## src/rtl/risc_pkg.sv

```systemverilog
// Shared types and constants for the RISC-V core: register file widths,
// register-file read FSM states and the instruction class enumeration.
package risc_pkg;

   localparam int XLEN       = 32;
   localparam int REG_ADDR_W = 5;
   localparam int NUM_REGS   = 32;

   // Read FSM shared by both operand ports of the register file.
   typedef enum logic [1:0] {
      RF_IDLE  = 2'd0,
      RF_STALL = 2'd1,
      RF_ACK   = 2'd2
   } rf_state_t;

   // Instruction classes decoded by the instruction handler.
   typedef enum logic [2:0] {
      INSTR_ALU_REG = 3'd0,
      INSTR_ALU_IMM = 3'd1,
      INSTR_LOAD    = 3'd2,
      INSTR_STORE   = 3'd3,
      INSTR_BRANCH  = 3'd4,
      INSTR_JUMP    = 3'd5,
      INSTR_UPPER   = 3'd6,
      INSTR_INVALID = 3'd7
   } RISC_INSTR_TYPE;

endpackage

```

## src/rtl/risc_reg_scoreboard.sv

```systemverilog
// Per-register busy scoreboard. A reserve marks a destination as owned by an
// in-flight instruction, a write-back releases it. Two combinational query
// ports report whether a register is still blocked this cycle, treating a
// write landing in the same cycle as already released (write-to-read bypass).
module risc_reg_scoreboard
   import risc_pkg::*;
#(
   parameter int NUM_REGS = risc_pkg::NUM_REGS,
   parameter int ADDR_W   = risc_pkg::REG_ADDR_W
) (
   input  logic                clk,
   input  logic                reset,
   input  logic                wr_valid,
   input  logic [ADDR_W-1:0]   wr_addr,
   input  logic                reserve_valid,
   input  logic [ADDR_W-1:0]   reserve_addr,
   input  logic [ADDR_W-1:0]   query_a_addr,
   input  logic [ADDR_W-1:0]   query_b_addr,
   output logic [NUM_REGS-1:0] busy_vec,
   output logic                blocked_a,
   output logic                blocked_b
);

   logic [NUM_REGS-1:0] busy_q;
   logic [NUM_REGS-1:0] busy_d;

   // Next busy vector: clear on write-back, then set on reserve so a
   // same-cycle reserve wins; x0 can never be busy.
   always_comb begin
      busy_d = busy_q;
      if (wr_valid) begin
         busy_d[wr_addr] = 1'b0;
      end
      if (reserve_valid) begin
         busy_d[reserve_addr] = 1'b1;
      end
      busy_d[0] = 1'b0;
   end

   // Busy vector register.
   always_ff @(posedge clk) begin
      if (reset) begin
         busy_q <= '0;
      end else begin
         busy_q <= busy_d;
      end
   end

   // Blocked queries use the current (pre-reserve) busy state so a request and
   // a reserve on the same edge see the old value.
   always_comb begin
      blocked_a = busy_q[query_a_addr] && !(wr_valid && (wr_addr == query_a_addr));
      blocked_b = busy_q[query_b_addr] && !(wr_valid && (wr_addr == query_b_addr));
   end

   assign busy_vec = busy_q;

endmodule

```

## src/rtl/risc_register_file.sv

```systemverilog
// Architectural register file x0..x31 with two operand read ports sharing one
// read FSM (so the acks of a dual request align), ALU write-back, and a busy
// scoreboard that stalls reads of registers with an in-flight result.
// Handshake: a requester raises rd_addr_*_valid with a stable address and keeps
// both until the cycle rd_data_*_ack is high; ack is a one-cycle pulse with
// rd_data_* valid in that cycle. Valids seen while acking are ignored.
module risc_register_file #(
   parameter int XLEN     = risc_pkg::XLEN,
   parameter int NUM_REGS = risc_pkg::NUM_REGS,
   parameter int ADDR_W   = risc_pkg::REG_ADDR_W
) (
   input  logic                clk,
   input  logic                reset,
   input  logic [ADDR_W-1:0]   rd_addr_a,
   input  logic                rd_addr_a_valid,
   output logic [XLEN-1:0]     rd_data_a,
   output logic                rd_data_a_ack,
   input  logic [ADDR_W-1:0]   rd_addr_b,
   input  logic                rd_addr_b_valid,
   output logic [XLEN-1:0]     rd_data_b,
   output logic                rd_data_b_ack,
   input  logic [ADDR_W-1:0]   wr_addr,
   input  logic [XLEN-1:0]     wr_data,
   input  logic                wr_valid,
   input  logic [ADDR_W-1:0]   reserve_addr,
   input  logic                reserve_valid,
   output logic [NUM_REGS-1:0] busy_vec,
   output logic [1:0]          rf_state_dbg
);

   import risc_pkg::*;

   logic [XLEN-1:0]   regs_q [NUM_REGS];
   rf_state_t         state_q;
   logic              mask_a_q, mask_b_q;
   logic [ADDR_W-1:0] addr_a_q, addr_b_q;
   logic [XLEN-1:0]   rd_data_a_q, rd_data_b_q;
   logic              ack_a_q, ack_b_q;

   logic              in_idle;
   logic              req_a, req_b;
   logic [ADDR_W-1:0] q_addr_a, q_addr_b;
   logic              blocked_a, blocked_b;
   logic              any_blocked;
   logic [XLEN-1:0]   rd_val_a, rd_val_b;

   // In IDLE the live request is evaluated; afterwards the latched one.
   always_comb begin
      in_idle     = (state_q == RF_IDLE);
      req_a       = in_idle ? rd_addr_a_valid : mask_a_q;
      req_b       = in_idle ? rd_addr_b_valid : mask_b_q;
      q_addr_a    = in_idle ? rd_addr_a : addr_a_q;
      q_addr_b    = in_idle ? rd_addr_b : addr_b_q;
      any_blocked = (req_a && blocked_a) || (req_b && blocked_b);
   end

   risc_reg_scoreboard #(
      .NUM_REGS (NUM_REGS),
      .ADDR_W   (ADDR_W)
   ) u_scoreboard (
      .clk           (clk),
      .reset         (reset),
      .wr_valid      (wr_valid),
      .wr_addr       (wr_addr),
      .reserve_valid (reserve_valid),
      .reserve_addr  (reserve_addr),
      .query_a_addr  (q_addr_a),
      .query_b_addr  (q_addr_b),
      .busy_vec      (busy_vec),
      .blocked_a     (blocked_a),
      .blocked_b     (blocked_b)
   );

   // Read value per port: x0 is zero, then same-cycle write bypass, then storage.
   always_comb begin
      rd_val_a = regs_q[q_addr_a];
      if (q_addr_a == '0) begin
         rd_val_a = '0;
      end else if (wr_valid && (wr_addr == q_addr_a)) begin
         rd_val_a = wr_data;
      end
      rd_val_b = regs_q[q_addr_b];
      if (q_addr_b == '0) begin
         rd_val_b = '0;
      end else if (wr_valid && (wr_addr == q_addr_b)) begin
         rd_val_b = wr_data;
      end
   end

   // Register storage; writes to x0 are dropped.
   always_ff @(posedge clk) begin
      if (reset) begin
         for (int i = 0; i < NUM_REGS; i++) begin
            regs_q[i] <= '0;
         end
      end else if (wr_valid && (wr_addr != '0)) begin
         regs_q[wr_addr] <= wr_data;
      end
   end

   // Shared read FSM: latch request, stall while blocked, pulse acks with data.
   always_ff @(posedge clk) begin
      if (reset) begin
         state_q     <= RF_IDLE;
         mask_a_q    <= 1'b0;
         mask_b_q    <= 1'b0;
         addr_a_q    <= '0;
         addr_b_q    <= '0;
         rd_data_a_q <= '0;
         rd_data_b_q <= '0;
         ack_a_q     <= 1'b0;
         ack_b_q     <= 1'b0;
      end else begin
         ack_a_q <= 1'b0;
         ack_b_q <= 1'b0;
         case (state_q)
            RF_IDLE: begin
               if (rd_addr_a_valid || rd_addr_b_valid) begin
                  mask_a_q <= rd_addr_a_valid;
                  mask_b_q <= rd_addr_b_valid;
                  addr_a_q <= rd_addr_a;
                  addr_b_q <= rd_addr_b;
                  if (any_blocked) begin
                     state_q <= RF_STALL;
                  end else begin
                     state_q <= RF_ACK;
                     ack_a_q <= req_a;
                     ack_b_q <= req_b;
                     if (req_a) rd_data_a_q <= rd_val_a;
                     if (req_b) rd_data_b_q <= rd_val_b;
                  end
               end
            end
            RF_STALL: begin
               if (!any_blocked) begin
                  state_q <= RF_ACK;
                  ack_a_q <= req_a;
                  ack_b_q <= req_b;
                  if (req_a) rd_data_a_q <= rd_val_a;
                  if (req_b) rd_data_b_q <= rd_val_b;
               end
            end
            RF_ACK: begin
               state_q  <= RF_IDLE;
               mask_a_q <= 1'b0;
               mask_b_q <= 1'b0;
            end
            default: begin
               state_q <= RF_IDLE;
            end
         endcase
      end
   end

   assign rd_data_a     = rd_data_a_q;
   assign rd_data_b     = rd_data_b_q;
   assign rd_data_a_ack = ack_a_q;
   assign rd_data_b_ack = ack_b_q;
   assign rf_state_dbg  = state_q;

endmodule

```

## config.mk

```make
export PLATFORM = sky130hd
export DESIGN_NAME = risc_register_file
export DESIGN_NICKNAME = d
export VERILOG_FILES = /design/src/rtl/risc_pkg.sv /design/src/rtl/risc_reg_scoreboard.sv /design/src/rtl/risc_register_file.sv
export SDC_FILE = /design/constraint.sdc
export NUM_CORES = 2
export LEC_CHECK = 0
export ABC_AREA = 1
export CORE_AREA = 3 3 354 617
export CTS_CLUSTER_DIAMETER = 120
export DETAILED_ROUTE_END_ITERATION = 12
export DIE_AREA = 0 0 357 620
export DONT_BUFFER_PORTS = 1
export PLACE_DENSITY = 0.5
export SLEW_MARGIN = 20
export SYNTH_ARGS = -nofsm -noshare
export SYNTH_HDL_FRONTEND = slang
export SYNTH_SLANG_ARGS = --single-unit
```

## constraint.sdc

```tcl
create_clock -name clk -period 2.8 [get_ports clk]
set_input_delay 0.42 -clock clk [delete_from_list [all_inputs] [get_ports clk]]
set_output_delay 0.42 -clock clk [all_outputs]
set_load 0.005 [all_outputs]
```

Word level (Yosys, flattened, before mapping):

Memory sizes are Yosys's and may differ from the RTL's.
Cells that the tools add are included.

* $add $sub $neg: 0
* $mul: 0
* divide/modulo/power cells: 0
* magnitude comparators: 6
* eq/ne operators: 6
* shift-type cells: 0
* muxes and demuxes: 48
* bitwise gates (word level): 3
* reductions and logical operators: 24

Operator list (number)
* 32-bit 2-to-1 mux: 13
* 32-bit one-hot mux with 2 select lines: 2
* 32-bit bitwise AND: 1
* 32-bit inverter: 1
* 32-bit OR: 1
* 32-bit OR reduction: 1
* 5-bit by 6-bit less-than comparator with 1-bit output (second input constant): 4
* 1-bit 2-to-1 mux: 18
* 5-bit 2-to-1 mux: 3
* 1-bit binary-select mux with 5-bit select: 2
* 1-bit demux with 5-bit select: 2
* 5-bit equality test: 2
* 5-bit by 1-bit greater-or-equal comparator with 1-bit output (second input constant): 2
* 5-bit zero test: 2
* 1-bit logical AND: 9
* 1-bit one-hot mux with 2 select lines: 4
* 2-bit AND reduction: 4
* 2-bit 2-to-1 mux: 3
* 5-bit nonzero test: 1
* 2-bit one-hot mux with 2 select lines: 1
* 2-bit nonzero test: 2
* 2-bit by 1-bit equality test with 1-bit output (second input constant): 1
* 2-bit equality test (second input constant): 1
* 1-bit zero test: 2
* other kinds (4): 5

* register bits after elaboration: 112
* bits in latches: 0
* bits in writable memories: 1024
* bits in read-only memories: 0
* output and inout bits: 100
* logic and storage cells: 99
* memories: 1

Memories
* regs_q: depth 32, width 32, rd ports 2, clocked after memory_dff 0, wr ports 32, line risc_register_file.sv:33 `logic [XLEN-1:0] regs_q [NUM_REGS];`

Logic depth before layout (Yosys ltp):

* word-level depth: 11
* gate-level depth with buffers: 20
* gate-level depth less buffers: 18

Hierarchy:

Synthesis repeated with hierarchy kept, for this count alone.

* cell total of the unflattened synthesis: 8654
* area total of the unflattened synthesis: 64481.8 µm²

By module, submodules not included
* risc_register_file: instances 1, cells an instance 8294, area an instance 62378.6 µm², seq. area each 32351.0 µm²
* risc_reg_scoreboard: instances 1, cells an instance 360, area an instance 2103.3 µm², seq. area each 620.6 µm²

Worst setup path before layout:

Ideal clock, no wire load.

* path type: input port to flip-flop
* start point: input wr_addr[2]
* end point: memory regs_q[11][0] (enable)
* data arrival time: 2435 ps
* data required time: 2322 ps
* setup slack: -113 ps
* stages: 9
* cell sequence: clkbuf_1 > inv_1 > nand2_1 > o21ai_0 > clkinv_1 > clkbuf_1 > nand2_1 > clkbuf_1 > nand2_1

RTL lines
* from (decl): line risc_register_file.sv:22 `input logic [ADDR_W-1:0] wr_addr,`
* to (decl): line risc_register_file.sv:33

Worst setup path in the final report:

* start point: register state_q[1] (netlist: rf_state_dbg[1])
* end point: register rd_data_a_q[28] (netlist: rd_data_a[28])

* word-level cells in the longest chain between the ends: 11
* elaborated cells on any way between the ends: 32
* classes of those cells: eq/ne (4); mux (14); reduce/logical (13); memory (1)

RTL lines
* from (decl): line risc_register_file.sv:34 `rf_state_t state_q;`
* from (signal assigned): line risc_register_file.sv:104 `state_q <= RF_IDLE;`
* from (signal assigned): line risc_register_file.sv:124 `state_q <= RF_STALL;`
* from (signal assigned): line risc_register_file.sv:126 `state_q <= RF_ACK;`
* parallel branches: the longest is 11 deep, another holds memory 32 x 32 bit
* to (signal assigned): line risc_register_file.sv:129 `if (req_a) rd_data_a_q <= rd_val_a;`
* to (signal assigned): line risc_register_file.sv:139 `if (req_a) rd_data_a_q <= rd_val_a;`
* to (decl): line risc_register_file.sv:37 `logic [XLEN-1:0] rd_data_a_q, rd_data_b_q;`

Several ways; the timed one is not identified. The select of a mux whose other input is x is not followed.
A chain may end at the register's enable or synchronous reset.

==> metrics.csv <==
metric,value,unit
yosysTopAreaCell,edfxtp_1,
cts_max_level,3,
maxCapViolations,0,
clock.fmax,338,MHz
violations,setup timing,
synth_top_family_by_area,simple AND/OR/NAND/NOR gates,
status,"complete, but fails checks",
synth_edf_count,1024,
synthSimpleGateAreaFrac,23.1,%
critical_path_buf_inv_count,6,
initial_utilization,29.0,%
finalWorstSetupSlack,-0.162,ns
antenna_found_initial,9,
hp-start,wr_data[12],
synthXorXnorAreaFrac,0,%
synth_cell_type_count,36,
track_usage,27.3,%
ant_nets,0,
yosysTopAreaCellShare,49.7,%
critPathKind,reg -> reg,
muxShareOfSynthArea,0,%
hpwl,210000,um
cts_root_buf,clkbuf_16,
finalMaxSlewViolations,0,
min_to,rd_data_b[12],
portBuffers,0,
grt_pass1_wl,429000,um
die_w,357,um
ys_seq_area_share,53.3,%
crit_family,simple AND/OR/NAND/NOR gates,
r2r_slack,-0.16,ns
synth_seq_cells,1135,
hp-class,in -> reg,
clock-sinks,1135,
synth-compound-area-share,15.5,%
min_period,2.96,ns
postLayoutCoreUtil,36.2,%
finalHoldViolations,0,
p_per_area,1270,mW/mm^2
num_rows,224,
reg2reg_from,rf_state_dbg[1],
drc,0,
finalCritPeriodShare,106,%
post_drt_wl_per_cell,29.0,um
peakVddDrop,0.000867,V
clk-insertion-delay-late,0.76,ns
max_slew_margin,38.6,%
r2r-end,rd_data_a[28],
synthTopCellsByArea,"edfxtp_1 50%, nand2_1 10%, nor2_1 9.9%",
cts_tree,done,
p_leak,30.9,nW
grt_pass1_vias,57900,
syn-cell-area,0.0618,sq mm
design_power_total,98.3,mW
firstDrtPassIters,6,
worstPathRequired,3.42,ns
synthMostInstantiatedCell,nand2_1,
first_iter_violations,6975,
worstPathCellList,nor2_4 -> buf_12 -> nand2_2 -> o21ai_4 -> inv_4 -> nor2_4 -> buf_12 -> buf_12 -> buf_4 -> nand2_1 -> nand3_2 -> nor2_1 -> nor2_2 -> buf_6 -> nand3_4 -> nand2_4 -> nand3_2 -> nand2_2 -> nor2_1,
synth_fa_ha_area_share,0,%
wirelength,319000,um
crit_slowest_cell,dfxtp_4,
layout.nets,8151,
skew,0.0517,ns
grt-ovfl-total,0,
drive_gt1_share,15.5,%
holdPathStages,4,
worst_pin_slew,0.920,ns
setup_viol,28,
fillCellCount,22000,
io-pin-count,158,
clockBufferDepth,3,
dieHeight,620,um
drt-vias-per-instance,5.47,
cts.clk_slew.worst_paths,0.07,ns
async_flop_share,0,%
gp_congestion,0.942,
synthFlopType,edfxtp_1,
synth_cells,7776,
vias,60300,
die-area,0.221,sq mm
crit_path_start_kind,register,
numCtsBuffers,108,
reg2reg_depth,19,
critPathMostFrequentCell,buf_12,
rsz0062_at_grt,true,
grt_start_max_net_pins,77,
cpPeakStageDelay,0.36,ns
endpoint_kind,register,
synthToLayoutAreaGrowth,25.1,%
synth_area_per_cell,7.95,sq um
fp.coreArea,0.214,sq mm
yosys_warnings,0,
ys_top_cells_by_count,"1,713 x nand2_1, 1,630 x nor2_1, 1,032 x o21ai_0",
arrival,3.59,ns
cp_max_fo,8,
[registers in the layout, summed over array words and instances (netlist names)]
signal / cells
rf_state_dbg: 2
u_scoreboard.busy_vec: 31
rd_data_a: 32
mask_a_q: 1
rd_data_b: 32
addr_a_q: 5
addr_b_q: 5
regs_q: 1024
mask_b_q: 1
rd_data_a_ack: 1
rd_data_b_ack: 1
[cells by family after synthesis]
logic type / after synthesis
AO/OA/AOI/OAI: 1754
buffers and inverters: 1209
other: 1
AND/OR/NAND/NOR: 3677
flip-flops: 1135
[metrics by stage]
stage	area [sq um]	std cells	setup TNS (ns)	setup WS [ns]	hold slack [ns]
CTS	75000	10900	-0.391	-0.0534	0.00419
global placement	70100	10700	-13.55	-0.651	0.455
floorplan	62000	7808	-68.80	-0.113	0.445
finish	77300	11000	-1.04	-0.162	0.0248
global route	77300	11000	-5.61	-0.149	0.0465
detailed placement	70100	10700	-14.30	-0.652	0.452
[layer usage]
layer  vias up  GRT usage (%)  part of all wire (%)
met1     29000           30.1                    34
met5         -              0                 0.011
li1      26400              -                     -
met2      3724           45.7                    47
met3      1202           4.90                   9.1
met4         4           22.6                    11
[area by class of cell]
| cell class | instances | area [sq um] | area share, % |
|---|---|---|---|
| inverters | 564 | 2150 | 2.78 |
| multi-input cells | 5465 | 25200 | 32.6 |
| well taps | 2825 | 3530 | 4.57 |
| clock buffers | 142 | 2950 | 3.82 |
| repair buffers | 819 | 10000 | 12.9 |
| flip-flops and latches | 1135 | 33000 | 42.6 |
| clock inverters | 61 | 509 | 0.658 |
| diodes | 5 | 12.5 | 0.0162 |
[what timing repair did]
action,in CTS,in global routing
gates cloned,8,35
endpoints found under the setup margin,66,64
buffers inserted,42,53
hold endpoints to repair,81,0
hold buffers,24,0
pin swaps,26,82
resized for setup,167,313
[tightest hold or removal path: cells and delay by family]
family | cells | cell delay [ns]
AOI/OAI and AO/OA | 2 | 0.17
and+or+nand+nor | 2 | 0.13
[cells in the final DEF (no fill, tap or decap), types with 18 or more instances in the layout]
cell / count
o21ai_2: 22
nand2_1: 1591
nor2_4: 25
buf_16: 32
nor2_2: 42
a31oi_1: 31
dfxtp_1: 109
buf_12: 177
clkinv_2: 18
a21oi_2: 30
inv_1: 548
nand3_2: 26
nor2_1: 1571
nand2_2: 111
o221ai_1: 34
buf_4: 480
edfxtp_1: 1024
o21bai_1: 33
nand3_1: 257
conb_1: 33
o21ai_1: 98
buf_6: 60
o211ai_1: 166
clkinv_1: 23
clkbuf_16: 142
dlygate4sd3_1: 22
a21oi_1: 321
clkbuf_1: 23
nor3_1: 27
o21ai_0: 969
[power breakdown]
| part | switching, mW | total (mW) | internal [mW] |
|---|---|---|---|
| registers | 1.87 | 21.7 | 19.9 |
| clock network | 7.14 | 15.2 | 8.07 |
| logic | 38.7 | 61.4 | 22.7 |
[how the worst max path moves through the flow]
stage,start,end,cells past startpoint
after floorplan,wr_addr[2],regs_q[11][0],9
after global placement,rf_state_dbg[1],rd_data_b[16],19
after detailed placement,rf_state_dbg[1],rd_data_b[16],19
after CTS,rf_state_dbg[0],rd_data_a[17],18
after global routing,rf_state_dbg[1],rd_data_a[28],19
final,rf_state_dbg[1],rd_data_a[28],19
Power figures use the tool's default switching activity.
